## src/rtl/edit_mem_read_data_pkg.sv

```systemverilog
// Shared widths, FSM state and output FIFO entry for the edit-memory read path.
package edit_mem_read_data_pkg;

    localparam int unsigned EM_BUF_PTR_NBITS = 10;
    localparam int unsigned PU_ID_NBITS      = 4;
    localparam int unsigned DATA_PATH_NBITS  = 32;
    localparam int unsigned PD_CHUNK_NBITS   = 8;

    typedef enum logic [1:0] {
        ST_IDLE = 2'd0,
        ST_RD   = 2'd1,
        ST_WAIT = 2'd2
    } rd_state_e;

    // One chunk as queued towards the downstream consumer.
    typedef struct packed {
        logic                       sop;
        logic                       eop;
        logic [PU_ID_NBITS-1:0]     port_id;
        logic [DATA_PATH_NBITS-1:0] data;
    } out_entry_t;

    localparam int unsigned OUT_ENTRY_NBITS = $bits(out_entry_t);

endpackage

```

## src/rtl/edit_mem_read_data_fifo.sv

```systemverilog
// First-word-fall-through synchronous FIFO.
//   din/wr    : push side (push ignored when full)
//   dout/rd   : head entry, popped on rd (pop ignored when empty)
//   empty     : no entry held
//   count     : number of entries held (0..2^DEPTH_NBITS)
module sfifo2f_fo #(
    parameter int unsigned WIDTH       = 8,
    parameter int unsigned DEPTH_NBITS = 2
) (
    input  logic                   clk,
    input  logic                   rst,
    input  logic [WIDTH-1:0]       din,
    input  logic                   wr,
    input  logic                   rd,
    output logic [WIDTH-1:0]       dout,
    output logic                   empty,
    output logic [DEPTH_NBITS:0]   count
);

    localparam int unsigned DEPTH    = 1 << DEPTH_NBITS;
    localparam int unsigned CNT_BITS = DEPTH_NBITS + 1;

    logic [WIDTH-1:0]       mem_q [DEPTH];
    logic [DEPTH_NBITS-1:0] wr_ptr_q;
    logic [DEPTH_NBITS-1:0] rd_ptr_q;
    logic [CNT_BITS-1:0]    count_q;
    logic                   full_c;
    logic                   push_c;
    logic                   pop_c;

    assign full_c = (count_q == CNT_BITS'(DEPTH));
    assign empty  = (count_q == '0);
    assign count  = count_q;
    assign dout   = mem_q[rd_ptr_q];
    assign push_c = wr & ~full_c;
    assign pop_c  = rd & ~empty;

    // Storage, pointers and occupancy
    always_ff @(posedge clk or posedge rst) begin
        if (rst) begin
            for (int i = 0; i < int'(DEPTH); i++) begin
                mem_q[i] <= '0;
            end
            wr_ptr_q <= '0;
            rd_ptr_q <= '0;
            count_q  <= '0;
        end else begin
            if (push_c) begin
                mem_q[wr_ptr_q] <= din;
                wr_ptr_q        <= wr_ptr_q + DEPTH_NBITS'(1);
            end
            if (pop_c) begin
                rd_ptr_q <= rd_ptr_q + DEPTH_NBITS'(1);
            end
            case ({push_c, pop_c})
                2'b10:   count_q <= count_q + CNT_BITS'(1);
                2'b01:   count_q <= count_q - CNT_BITS'(1);
                default: count_q <= count_q;
            endcase
        end
    end

endmodule

```

## src/rtl/edit_mem_read_data.sv

```systemverilog
// Edit-memory read path: walks a packet's buffer linked list, streams the
// chunks downstream, returns every visited buffer and reports completion.
//   rd_req_*          : packet descriptor (ptr, chunk count, PU id, discard)
//   mem_rd_*          : edit-memory read port (data/link 1 cycle after strobe)
//   em_tx_*           : chunk stream with sop/eop, valid/ready
//   em_buf_free_*     : buffer returned to the free pool
//   rd_done_*         : one pulse per descriptor
module edit_mem_read_data
    import edit_mem_read_data_pkg::*;
#(
    parameter int unsigned BPTR_NBITS           = EM_BUF_PTR_NBITS,
    parameter int unsigned ID_NBITS             = PU_ID_NBITS,
    parameter int unsigned DATA_NBITS           = DATA_PATH_NBITS,
    parameter int unsigned LEN_NBITS            = PD_CHUNK_NBITS,
    parameter int unsigned OUT_FIFO_DEPTH_NBITS = 2
) (
    input  logic                  clk,
    input  logic                  rst,
    input  logic                  rd_req_valid,
    output logic                  rd_req_ready,
    input  logic [BPTR_NBITS-1:0] rd_req_buf_ptr,
    input  logic [LEN_NBITS-1:0]  rd_req_len,
    input  logic [ID_NBITS-1:0]   rd_req_port_id,
    input  logic                  rd_req_discard,
    output logic                  mem_rd_en,
    output logic [BPTR_NBITS-1:0] mem_rd_ptr,
    input  logic [DATA_NBITS-1:0] mem_rd_data,
    input  logic [BPTR_NBITS-1:0] mem_rd_nxt_ptr,
    output logic                  em_tx_valid,
    input  logic                  em_tx_ready,
    output logic                  em_tx_sop,
    output logic                  em_tx_eop,
    output logic [DATA_NBITS-1:0] em_tx_data,
    output logic [ID_NBITS-1:0]   em_tx_port_id,
    output logic                  em_buf_free_valid,
    output logic [BPTR_NBITS-1:0] em_buf_free_ptr,
    output logic                  rd_done_valid,
    output logic [ID_NBITS-1:0]   rd_done_port_id
);

    localparam int unsigned FIFO_DEPTH = 1 << OUT_FIFO_DEPTH_NBITS;
    localparam int unsigned CNT_NBITS  = OUT_FIFO_DEPTH_NBITS + 1;

    rd_state_e             state_q;
    logic [BPTR_NBITS-1:0] cur_ptr_q;
    logic [LEN_NBITS-1:0]  remaining_q;
    logic [ID_NBITS-1:0]   port_q;
    logic                  discard_q;
    logic                  first_q;
    logic                  free_valid_q;
    logic [BPTR_NBITS-1:0] free_ptr_q;
    logic                  done_valid_q;
    logic [ID_NBITS-1:0]   done_port_q;

    logic                  issue_c;
    logic                  fifo_push_c;
    logic                  fifo_pop_c;
    logic                  fifo_empty;
    logic [CNT_NBITS-1:0]  fifo_count;
    out_entry_t            push_entry_c;
    out_entry_t            pop_entry;

    // A non-discard read needs a guaranteed FIFO slot; only one read is ever
    // in flight and it is pushed before RD is re-evaluated, so count is exact.
    assign issue_c      = (state_q == ST_RD) &&
                          (discard_q || (fifo_count < CNT_NBITS'(FIFO_DEPTH)));
    assign rd_req_ready = (state_q == ST_IDLE);
    assign mem_rd_en    = issue_c;
    assign mem_rd_ptr   = cur_ptr_q;
    assign fifo_push_c  = (state_q == ST_WAIT) && !discard_q;
    assign fifo_pop_c   = em_tx_valid & em_tx_ready;

    // Chunk entry built from the memory response sampled in WAIT
    always_comb begin
        push_entry_c         = '0;
        push_entry_c.sop     = first_q;
        push_entry_c.eop     = (remaining_q == LEN_NBITS'(1));
        push_entry_c.port_id = PU_ID_NBITS'(port_q);
        push_entry_c.data    = DATA_PATH_NBITS'(mem_rd_data);
    end

    sfifo2f_fo #(
        .WIDTH       (OUT_ENTRY_NBITS),
        .DEPTH_NBITS (OUT_FIFO_DEPTH_NBITS)
    ) u_out_fifo (
        .clk   (clk),
        .rst   (rst),
        .din   (push_entry_c),
        .wr    (fifo_push_c),
        .rd    (fifo_pop_c),
        .dout  (pop_entry),
        .empty (fifo_empty),
        .count (fifo_count)
    );

    assign em_tx_valid   = ~fifo_empty;
    assign em_tx_sop     = pop_entry.sop;
    assign em_tx_eop     = pop_entry.eop;
    assign em_tx_data    = DATA_NBITS'(pop_entry.data);
    assign em_tx_port_id = ID_NBITS'(pop_entry.port_id);

    assign em_buf_free_valid = free_valid_q;
    assign em_buf_free_ptr   = free_ptr_q;
    assign rd_done_valid     = done_valid_q;
    assign rd_done_port_id   = done_port_q;

    // Descriptor walk FSM with registered free/done pulses
    always_ff @(posedge clk or posedge rst) begin
        if (rst) begin
            state_q      <= ST_IDLE;
            cur_ptr_q    <= '0;
            remaining_q  <= '0;
            port_q       <= '0;
            discard_q    <= 1'b0;
            first_q      <= 1'b0;
            free_valid_q <= 1'b0;
            free_ptr_q   <= '0;
            done_valid_q <= 1'b0;
            done_port_q  <= '0;
        end else begin
            free_valid_q <= 1'b0;
            done_valid_q <= 1'b0;
            case (state_q)
                ST_IDLE: begin
                    if (rd_req_valid) begin
                        cur_ptr_q   <= rd_req_buf_ptr;
                        remaining_q <= rd_req_len;
                        port_q      <= rd_req_port_id;
                        discard_q   <= rd_req_discard;
                        first_q     <= 1'b1;
                        if (rd_req_len != '0) begin
                            state_q <= ST_RD;
                        end else begin
                            // Empty packet: report completion, touch nothing
                            done_valid_q <= 1'b1;
                            done_port_q  <= rd_req_port_id;
                        end
                    end
                end
                ST_RD: begin
                    if (issue_c) begin
                        state_q <= ST_WAIT;
                    end
                end
                ST_WAIT: begin
                    free_valid_q <= 1'b1;
                    free_ptr_q   <= cur_ptr_q;
                    cur_ptr_q    <= mem_rd_nxt_ptr;
                    first_q      <= 1'b0;
                    if (remaining_q != '0) begin
                        remaining_q <= remaining_q - LEN_NBITS'(1);
                    end
                    if (remaining_q == LEN_NBITS'(1)) begin
                        state_q      <= ST_IDLE;
                        done_valid_q <= 1'b1;
                        done_port_q  <= port_q;
                    end else begin
                        state_q <= ST_RD;
                    end
                end
                default: state_q <= ST_IDLE;
            endcase
        end
    end

endmodule

```

## config.mk

```make
export PLATFORM = sky130hd
export DESIGN_NAME = edit_mem_read_data
export DESIGN_NICKNAME = d
export VERILOG_FILES = /design/src/rtl/edit_mem_read_data_pkg.sv /design/src/rtl/edit_mem_read_data_fifo.sv /design/src/rtl/edit_mem_read_data.sv
export SDC_FILE = /design/constraint.sdc
export NUM_CORES = 1
export LEC_CHECK = 0
export CAP_MARGIN = 25
export CORE_ASPECT_RATIO = 0.75
export CORE_MARGIN = 1.5
export CORE_UTILIZATION = 45
export DETAILED_ROUTE_END_ITERATION = 8
export PLACE_DENSITY_LB_ADDON = 0.15
export SYNTH_ARGS = -nofsm -noshare
export SYNTH_HDL_FRONTEND = slang
export SYNTH_SLANG_ARGS = --single-unit
```

## constraint.sdc

```tcl
create_clock -name clk -period 24.7 [get_ports clk]
set_clock_uncertainty 0.15 [all_clocks]
set_input_delay 7.41 -clock clk [delete_from_list [all_inputs] [get_ports clk]]
set_output_delay 7.41 -clock clk [all_outputs]
set_load 0.005 [all_outputs]
```

==> results of run 1 <==
-- synthesized netlist by cell type, types with 3 or more instances --
cell,instances
o21ai_0,23
a21oi_1,7
ha_1,7
nor4_1,3
xor2_1,3
mux2_2,161
nand2b_1,4
nand2_1,64
nor2_1,9
clkbuf_1,14
mux2i_1,11
nor3_1,3
xnor2_1,3
dfrtp_1,201
mux4_2,38
buf_2,19
inv_1,11
-- cell usage in the layout, fill, tap and decap left out, types with 4 or more instances in the layout --
cell type / count
a21oi_1: 7
nand2b_1: 4
mux2i_1: 11
ha_1: 7
o21ai_0: 23
mux4_2: 38
mux2_2: 161
clkbuf_8: 5
nand2_2: 4
nor2_1: 9
clkbuf_16: 21
clkbuf_1: 6
nand2_1: 60
dfrtp_1: 199
inv_1: 10
clkdlybuf4s50_1: 135
buf_4: 8
-- cell families (layout without fill, tap and decap cells) --
logic type	count (synthesis)	after routing	synth area share (%)
XOR/XNOR	6	6	0.5932
AO/OA/AOI/OAI	44	44	3.248
AND/OR/NAND/NOR	92	92	4.561
buffers and inverters	47	192	2.259
adder cells (fa/ha/maj)	8	8	1.214
flip-flops	201	201	56.76
multiplexers	210	210	31.36
-- routing by layer --
| layer | share of wire [%] | up-vias | wire (um) | global-route usage [%] |
|---|---|---|---|---|
| met1 | 46 | 2853 | 8813 | 27.02 |
| li1 | - | 2464 | - | - |
| met5 | 0 | - | 0 | 0 |
| met2 | 48 | 99 | 9061 | 31.73 |
| met3 | 4.0 | 33 | 754 | 2.997 |
| met4 | 2.1 | 0 | 392 | 4.610 |
-- critical path, delay by kind of cell (launching register included) --
kind                   cells  cell delay [ps]
buffers and inverters      2              990
DFF                        1              790
muxes                      1              620
-- power by group through the flow --
stage / registers [W] / logic, W / clock network (W)
after detailed placement: 0.000608 / 0.000579 / 0
after global routing: 0.000619 / 0.000632 / 0.000314
after global placement: 0.000597 / 0.000561 / 0
after CTS: 0.000603 / 0.000582 / 0.000302
after floorplan: 0.000553 / 0.000366 / 0
final: 0.000596 / 0.000583 / 0.000293
-- final timing paths --
path / startpoint / end / slack, ps / cells past startpoint
worst max-delay path: u_out_fifo.rd_ptr_q[0] / em_tx_port_id[1] / 14230 / 3
worst min-delay path: em_buf_free_ptr[8] / em_buf_free_ptr[8] / 330 / 2
worst max register to register: state_q[0] / u_out_fifo.mem_q[45] / 21820 / 5
worst min register to register: em_buf_free_ptr[8] / em_buf_free_ptr[8] / 330 / 2
max in group asynchronous: rst / u_out_fifo.mem_q[12] / 15840 / 4
min in group asynchronous: rst / mem_rd_ptr[0] / 7320 / 2
-- stage by stage --
step	total power [W]	hold WS [ps]	cell area, um2	setup slack [ps]
after detailed placement	0.001187	317.6	10450	14670
after global routing	0.001565	361.1	11140	14060
final	0.001471	327.8	11140	14230
after global placement	0.001158	311.1	10450	14660
after floorplan	0.0009191	303.0	8861	11660
after CTS	0.001487	332.7	11090	14130
-- state kept, by name, indices dropped and copies added (netlist names) --
register	count
mem_rd_ptr	10
rd_done_port_id	4
rd_done_valid	1
em_buf_free_ptr	10
u_out_fifo.count	3
remaining_q	8
discard_q	1
u_out_fifo.rd_ptr_q	2
u_out_fifo.mem_q	152
port_q	4
em_buf_free_valid	1
u_out_fifo.wr_ptr_q	2
state_q	2
first_q	1
-- area by class of cell --
cell class                      count  area, um2  share of cell area, %
Tap cell                          253      316.6                  2.841
Inverter                           12      52.55                 0.4717
Sequential cell                   201       5032                  45.17
Timing Repair Buffer              145       1466                  13.16
Multi-Input combinational cell    360       3641                  32.68
Clock buffer                       32      616.8                  5.537
Clock inverter                      3      15.01                 0.1348
==> impl_metrics.tcl, run 1 <==
set metrics [dict create \
    status "finished, final reports clean" \
    worst_pin_slew_ps 1090 \
    grt_max_degree 115 \
    syn_nets 685 \
    post_cts_resized 0 \
    cp-end-kind "output port" \
    intPower_w 0.001040 \
    synth_edf_count 0 \
    arrival_ps 2910 \
    clkTransAtPathRegs_ps 60 \
    tritoncts "yes" \
    postCtsSetupBuffers 0 \
    p_seq_share_pct 40.5 \
    first_pass_iters 6 \
    ys_top_cells_by_area "dfrtp_1 57%, mux2_2 20%, mux4_2 9.7%, nand2_1 2.7%, o21ai_0 1.3%" \
    ys_ff_latch 201 \
    dp.cells 969 \
    synth_area_per_cell_um2 14.57 \
    cts_sinks 201 \
    cp-start-kind "flop" \
    antennaDiodeCount 0 \
    cts_root_buf "clkbuf_16" \
    drc_errors 0 \
    cts_buffers 21 \
    tns_ps 0 \
    drive_gt1_share_pct 33.47 \
    p_per_area_nw_per_um2 132.1 \
    finalHoldViolations 0 \
    hold_path_class "flop to flop" \
    yosysTopAreaCellShare_pct 56.76 \
    nets 818 \
    ant_nets 0 \
    power.share.clock_pct 19.9 \
    synth_ff_type "dfrtp_1" \
    postCtsHoldBufs 0 \
    slew_viol_final 0 \
    h-tree-depth 1 \
    ys_seq_area_share_pct 56.76 \
    async_flop_share_pct 100.0 \
    drt-wirelength-per-cell_um 18.91 \
    p_sw_w 0.0004314 \
    switching_share_pct 29.32 \
    worstPathRequired_ps 17140 \
    cp_cell_sequence "buf_4, mux4_2, clkdlybuf4s50_1" \
    cap_violations 0 \
    cp_slowest_stage_delay_ps 790 \
    syn_area_um2 8861 \
    fin_cells 1006 \
    grt-ovfl-total 0 \
    rsz0062_at_grt "no" \
    grt_pass1_wl_mm 31.32 \
    fmax_mhz 95.54 \
    yosysWarnings 0 \
    io_pins 136 \
    min_period_over_period_pct 42.38 \
    cp_max_fo 22 \
    die_y_um 124.5 \
    cp_slowest_cell "dfrtp_2" \
    start_util_pct 45.86 \
    grt.total_usage_pct 19.34 \
    fillCellCount 1514 \
    finalSetupViolCount 0 \
    port_buffers 135 \
    antenna_found_initial 0 \
    core_um2 19320 \
    rows 44 \
    die_x_um 165.0 \
    dp_hpwl_mm 12.32 \
    power.leakage_nw 4.684 \
    area_growth_pct 25.73 \
    routabilityCongestion 0.7474 \
    worstSetupPathType "flop to output port" \
    combPwrFrac_pct 39.6 \
    ir_drop_v 0.00005558 \
    grt_pass1_vias 6006 \
    syn-instance-count 608 \
    insertion_delay_ps 490 \
    drt-vias-per-instance 5.417 \
    die_area_um2 20550 \
    postLayoutCoreUtil_pct 57.65 \
    synth.largest_area_cell "dfrtp_1" \
    finalCriticalPeriod_ps 10470 \
    ys_types 40 \
    via_count 5449 \
    clk_path_buf_depth 3 \
    drt_iter0_drc 213 \
    routed_wl_mm 19.02 \
    maxSlewHeadroom_pct 26.53 \
]
Note: power is estimated with default switching activity, not from simulation.
==> run 2: changes to the inputs <==
==> constraint.sdc (replaced) <==
create_clock -name clk -period 11 [get_ports clk]
set_clock_uncertainty 0.15 [all_clocks]
set_input_delay 3.3 -clock clk [delete_from_list [all_inputs] [get_ports clk]]
set_output_delay 3.3 -clock clk [all_outputs]
set_load 0.005 [all_outputs]
==> run 2 against run 1 <==
Compared with the run above:
- flip-flop and latch count unchanged
- sequential share of layout area barely moved
- via count down 1.3%
- largest cell class unchanged
==> impl_metrics.tcl, run 2 (synthesis results as in run 1) <==
set metrics [dict create \
    status "finished, final reports clean" \
    drt-vias-per-instance 5.356 \
    nets 818 \
    holdWs_ps 325.1 \
    dp_hpwl_mm 12.41 \
    final_cell_area_um2 11140 \
    routed_wl_mm 18.83 \
    finalCriticalPeriod_ps 6363 \
    p_seq_share_pct 40.2 \
    grt_max_degree 115 \
    cp_cell_sequence "buf_4, mux4_2, clkdlybuf4s50_1" \
    clk_path_buf_depth 3 \
    grt_pass1_vias 5947 \
    port_buffers 135 \
    die_y_um 124.5 \
    cp_slowest_cell "dfrtp_2" \
    die_area_um2 20550 \
    grt-ovfl-total 0 \
    rows 44 \
    grt_pass1_wl_mm 31.18 \
    postCtsHoldBufs 0 \
    maxSlewHeadroom_pct 29.67 \
    cp_slowest_stage_delay_ps 790 \
    finalSetupViolCount 0 \
    ant_nets 0 \
    met3_usage_pct 3.164 \
    routabilityCongestion 0.7469 \
    worstPathRequired_ps 7550 \
    insertion_delay_ps 480 \
    die_x_um 165.0 \
    worst_pin_slew_ps 1043 \
    hold_path_class "flop to flop" \
    cp-end-kind "output port" \
    combPwrFrac_pct 39.8 \
    slew_viol_final 0 \
    ir_drop_v 0.0001359 \
    place_area_um2 10450 \
    power.share.clock_pct 20.0 \
    antenna_found_initial 0 \
    power.leakage_nw 4.681 \
    cts_root_buf "clkbuf_16" \
    p_sw_w 0.0009685 \
    globalRoute.busiestLayer "met2" \
    drc_errors 0 \
    fin_cells 1004 \
    min_period_over_period_pct 57.84 \
    first_pass_iters 4 \
    via_count 5377 \
    worstSetupPathType "flop to output port" \
    rsz0062_at_grt "no" \
    fmax_mhz 157.2 \
    area_growth_pct 25.74 \
    cp-start-kind "flop" \
    cts_buffers 21 \
    arrival_ps 2910 \
    io_pins 136 \
    regMostFlops "u_out_fifo.mem_q" \
    use_met1_pct 27.50 \
    switching_share_pct 29.30 \
    dp.cells 969 \
    grt.total_usage_pct 19.28 \
    post_cts_resized 0 \
    core_um2 19320 \
    drt_iter0_drc 271 \
    cap_violations 0 \
    tritoncts "yes" \
    final_cell_mix "199 x dfrtp_1, 161 x mux2_2, 135 x clkdlybuf4s50_1" \
    tns_ps 0 \
    drive_gt1_share_pct 33.69 \
    largest_register_ffs 152 \
    finalHoldViolations 0 \
    antennaDiodeCount 0 \
    h-tree-depth 1 \
    clkTransAtPathRegs_ps 60 \
    grtUsageMet2_pct 31.60 \
    final_common_cell "dfrtp_1" \
    cp_max_fo 22 \
    postCtsSetupBuffers 0 \
    cts_sinks 201 \
    p_per_area_nw_per_um2 296.7 \
    start_util_pct 45.86 \
    intPower_w 0.002337 \
    drt-wirelength-per-cell_um 18.75 \
]
==> run 2: routing by layer <==
metal  vias to the layer above  part of all wire, %
li1                       2470                    -
met1                      2794                   47
met2                        88                   48
met3                        25                  3.4
met4                         0                  1.3
met5                         -                    0
==> run 2: final cells by class <==
class / count / area [um2]
inverter: 12 / 52.55
timing repair buffer: 145 / 1459
clock inverter: 3 / 21.27
tap: 253 / 316.6
clock buffer: 30 / 619.3
sequential: 201 / 5032
fill: 1494 / 8182
multi-input combinational: 360 / 3641
==> run 2: power groups by stage <==
stage          Combinational (W)  Sequential, W  Clock (W)
6_report                 0.00131        0.00133   0.000662
5_1_grt                  0.00143        0.00138   0.000714
4_1_cts                  0.00131        0.00135   0.000681
3_5_place_dp             0.00130        0.00137          0
3_3_place_gp             0.00126        0.00134          0
2_1_floorplan           0.000821        0.00124          0
==> run 2: path summary, 6_finish.rpt <==
kind / start / end / slack (ps) / cells after the start
setup / recovery: u_out_fifo.rd_ptr_q[0] / em_tx_port_id[1] / 4640 / 3
hold / removal: em_buf_free_ptr[1] / em_buf_free_ptr[1] / 330 / 2
setup reg to reg: state_q[0] / u_out_fifo.mem_q[39] / 8170 / 5
hold reg to reg: em_buf_free_ptr[1] / em_buf_free_ptr[1] / 330 / 2
max in group asynchronous: rst / u_out_fifo.mem_q[16] / 6250 / 4
min in group asynchronous: rst / mem_rd_ptr[0] / 3200 / 2
==> run 2: worst max-delay path: cells and delay by family (launching register included) <==
family	cells	cell delay [ps]
buffers and inverters	2	1010
flip-flops	1	790
multiplexers	1	620
==> run 2: stage by stage <==
| step | worst slack (ps) | power, W | utilization (%) |
|---|---|---|---|
| 5_1_grt | 4445 | 0.003522 | 57.66 |
| 3_5_place_dp | 5074 | 0.002667 | 54.10 |
| 3_3_place_gp | 5076 | 0.002601 | 54.10 |
| 2_1_floorplan | 2068 | 0.002064 | - |
| 6_report | 4637 | 0.003305 | 57.66 |
| 4_1_cts | 4550 | 0.003342 | 57.41 |
==> run 3: changes to the inputs <==
==> constraint.sdc (replaced) <==
create_clock -name clk -period 6.5 [get_ports clk]
set_clock_uncertainty 0.15 [all_clocks]
set_input_delay 1.95 -clock clk [delete_from_list [all_inputs] [get_ports clk]]
set_output_delay 1.95 -clock clk [all_outputs]
set_load 0.005 [all_outputs]
==> run 3 against run 2 <==
Compared with the run above:
- cell count rose by 0.30%
- hold slack got worse by 3.9 ps
- die area did not move
- total power rose by 72%
- non-clock buffer count rose by 2
- critical path depth did not move
- largest power group unchanged
- highest routed layer unchanged
==> impl_metrics.tcl, run 3 (synthesis results as in run 1) <==
set metrics [dict create \
    rows 44 \
    postCtsHoldBufs 0 \
    io_pins 136 \
    cp-end-kind "output port" \
    r2r_start "state_q[0]" \
    regArea_um2 5032 \
    antennaDiodeCount 0 \
    drive_gt1_share_pct 33.95 \
    slew_viol_final 0 \
    tns_ps 0 \
    arrival_ps 2790 \
    die_y_um 124.5 \
    grt_pass1_wl_mm 31.09 \
    drc_errors 0 \
    drt-vias-per-instance 5.336 \
    drt-wirelength-per-cell_um 18.85 \
    worstHoldStart "em_buf_free_ptr[6]" \
    postCtsSetupBuffers 0 \
    grt-ovfl-total 0 \
    die_x_um 165.0 \
    port_buffers 135 \
    cts_buffers 21 \
    multi_input_area_um2 3641 \
    finalSetupViolCount 0 \
    area_growth_pct 27.08 \
    maxSlewHeadroom_pct 30.39 \
    status "finished, final reports clean" \
    start_util_pct 45.86 \
    largest_register_ffs 152 \
    die_area_um2 20550 \
    finalHoldViolations 0 \
    min_period_over_period_pct 75.30 \
    worst_pin_slew_ps 1033 \
    drt_iter0_drc 242 \
    cap_violations 0 \
    cp_max_fo 25 \
    clkTransAtPathRegs_ps 60 \
    grt_pass1_vias 5766 \
    path_delay_family "buffers and inverters" \
    ir_drop_v 0.0002448 \
    final_cell_mix "199 x dfrtp_1, 161 x mux2_2, 135 x clkdlybuf4s50_1" \
    nets 820 \
    core_um2 19320 \
    grt_max_degree 92 \
    dp.cells 971 \
    final.setup.worst_slack_ps 1606 \
    tritoncts "yes" \
    via_count 5373 \
    power.leakage_nw 4.740 \
    hold_path_class "flop to flop" \
    cp_slowest_stage_delay_ps 710 \
    clk_path_buf_depth 3 \
    fin_cells 1007 \
    final_common_cell "dfrtp_1" \
    cts_root_buf "clkbuf_16" \
    cp_slowest_cell "dfrtp_2" \
    ant_nets 0 \
    post_cts_resized 0 \
    routed_wl_mm 18.98 \
    worstPathRequired_ps 4400 \
    postLayoutCoreUtil_pct 58.28 \
    place_ws_ps 2002 \
    grt.total_usage_pct 19.20 \
    cts_sinks 201 \
    routabilityCongestion 0.8048 \
    h-tree-depth 1 \
    regMostFlops "u_out_fifo.mem_q" \
    cp_cell_sequence "buf_4, mux4_2, clkdlybuf4s50_1" \
    fillCellCount 1488 \
    holdWs_ps 321.3 \
    dp_hpwl_mm 12.68 \
    rrSetupSlack_ps 3640 \
    cp-start-kind "flop" \
    finalCriticalPeriod_ps 4894 \
    rsz0062_at_grt "no" \
    path_buf_inv 2 \
    p_per_area_nw_per_um2 505.3 \
    fmax_mhz 204.3 \
    antenna_found_initial 0 \
    first_pass_iters 4 \
    cp-startpoint "u_out_fifo.rd_ptr_q[0]" \
    worstSetupPathType "flop to output port" \
    insertion_delay_ps 480 \
]
[run 3: cell count changes in the layout (fill, tap and decap cells not counted)]
| cell | change |
|---|---|
| buf_16 | -1 |
| buf_4 | -3 |
| bufinv_16 | +2 |
| buf_12 | +6 |
| inv_8 | -1 |
[run 3: layer usage]
metal | part of all wire, % | GRT usage, %
met3 | 5.0 | 3.263
met4 | 1.7 | 4.028
met1 | 46 | 27.64
met5 | 0 | 0
met2 | 47 | 30.62
[run 3: where the power goes]
group	internal (W)	switching, W
Combinational	0.00145	0.000770
Clock	0.000738	0.000468
Sequential	0.00186	0.000410
Total	0.00404	0.00165
[run 3: area by class of cell]
type | instances | share of cell area (%)
clock buffer | 30 | 5.500
clock inverter | 4 | 0.6556
inverter | 12 | 0.4333
multi-input combinational | 360 | 32.33
sequential | 201 | 44.69
tap | 253 | 2.811
timing repair buffer | 147 | 13.58
[run 3: final timing paths]
| kind | endpoint | depth (start not counted) |
|---|---|---|
| min | em_buf_free_ptr[6] | 2 |
| max reg2reg | u_out_fifo.mem_q[83] | 5 |
| min in group asynchronous | u_out_fifo.count[0] | 2 |
| max in group asynchronous | em_buf_free_ptr[9] | 4 |
| max | em_tx_data[1] | 3 |
| min reg2reg | em_buf_free_ptr[6] | 2 |
[run 3: through the flow]
| step | total power, W | cell area [um2] |
|---|---|---|
| floorplan | 0.003493 | 8865 |
| global placement | 0.004415 | 10450 |
| detailed placement | 0.004519 | 10530 |
| CTS | 0.005746 | 11220 |
| global route | 0.006057 | 11260 |
| finish | 0.005691 | 11260 |
[run 3: worst register-to-register path, delay by kind of cell (launching register included)]
kind / cells / cell delay [ps]
compound gates: 1 / 720
flops: 1 / 440
simple gates: 2 / 780
buf+inv: 1 / 350
mux: 1 / 310
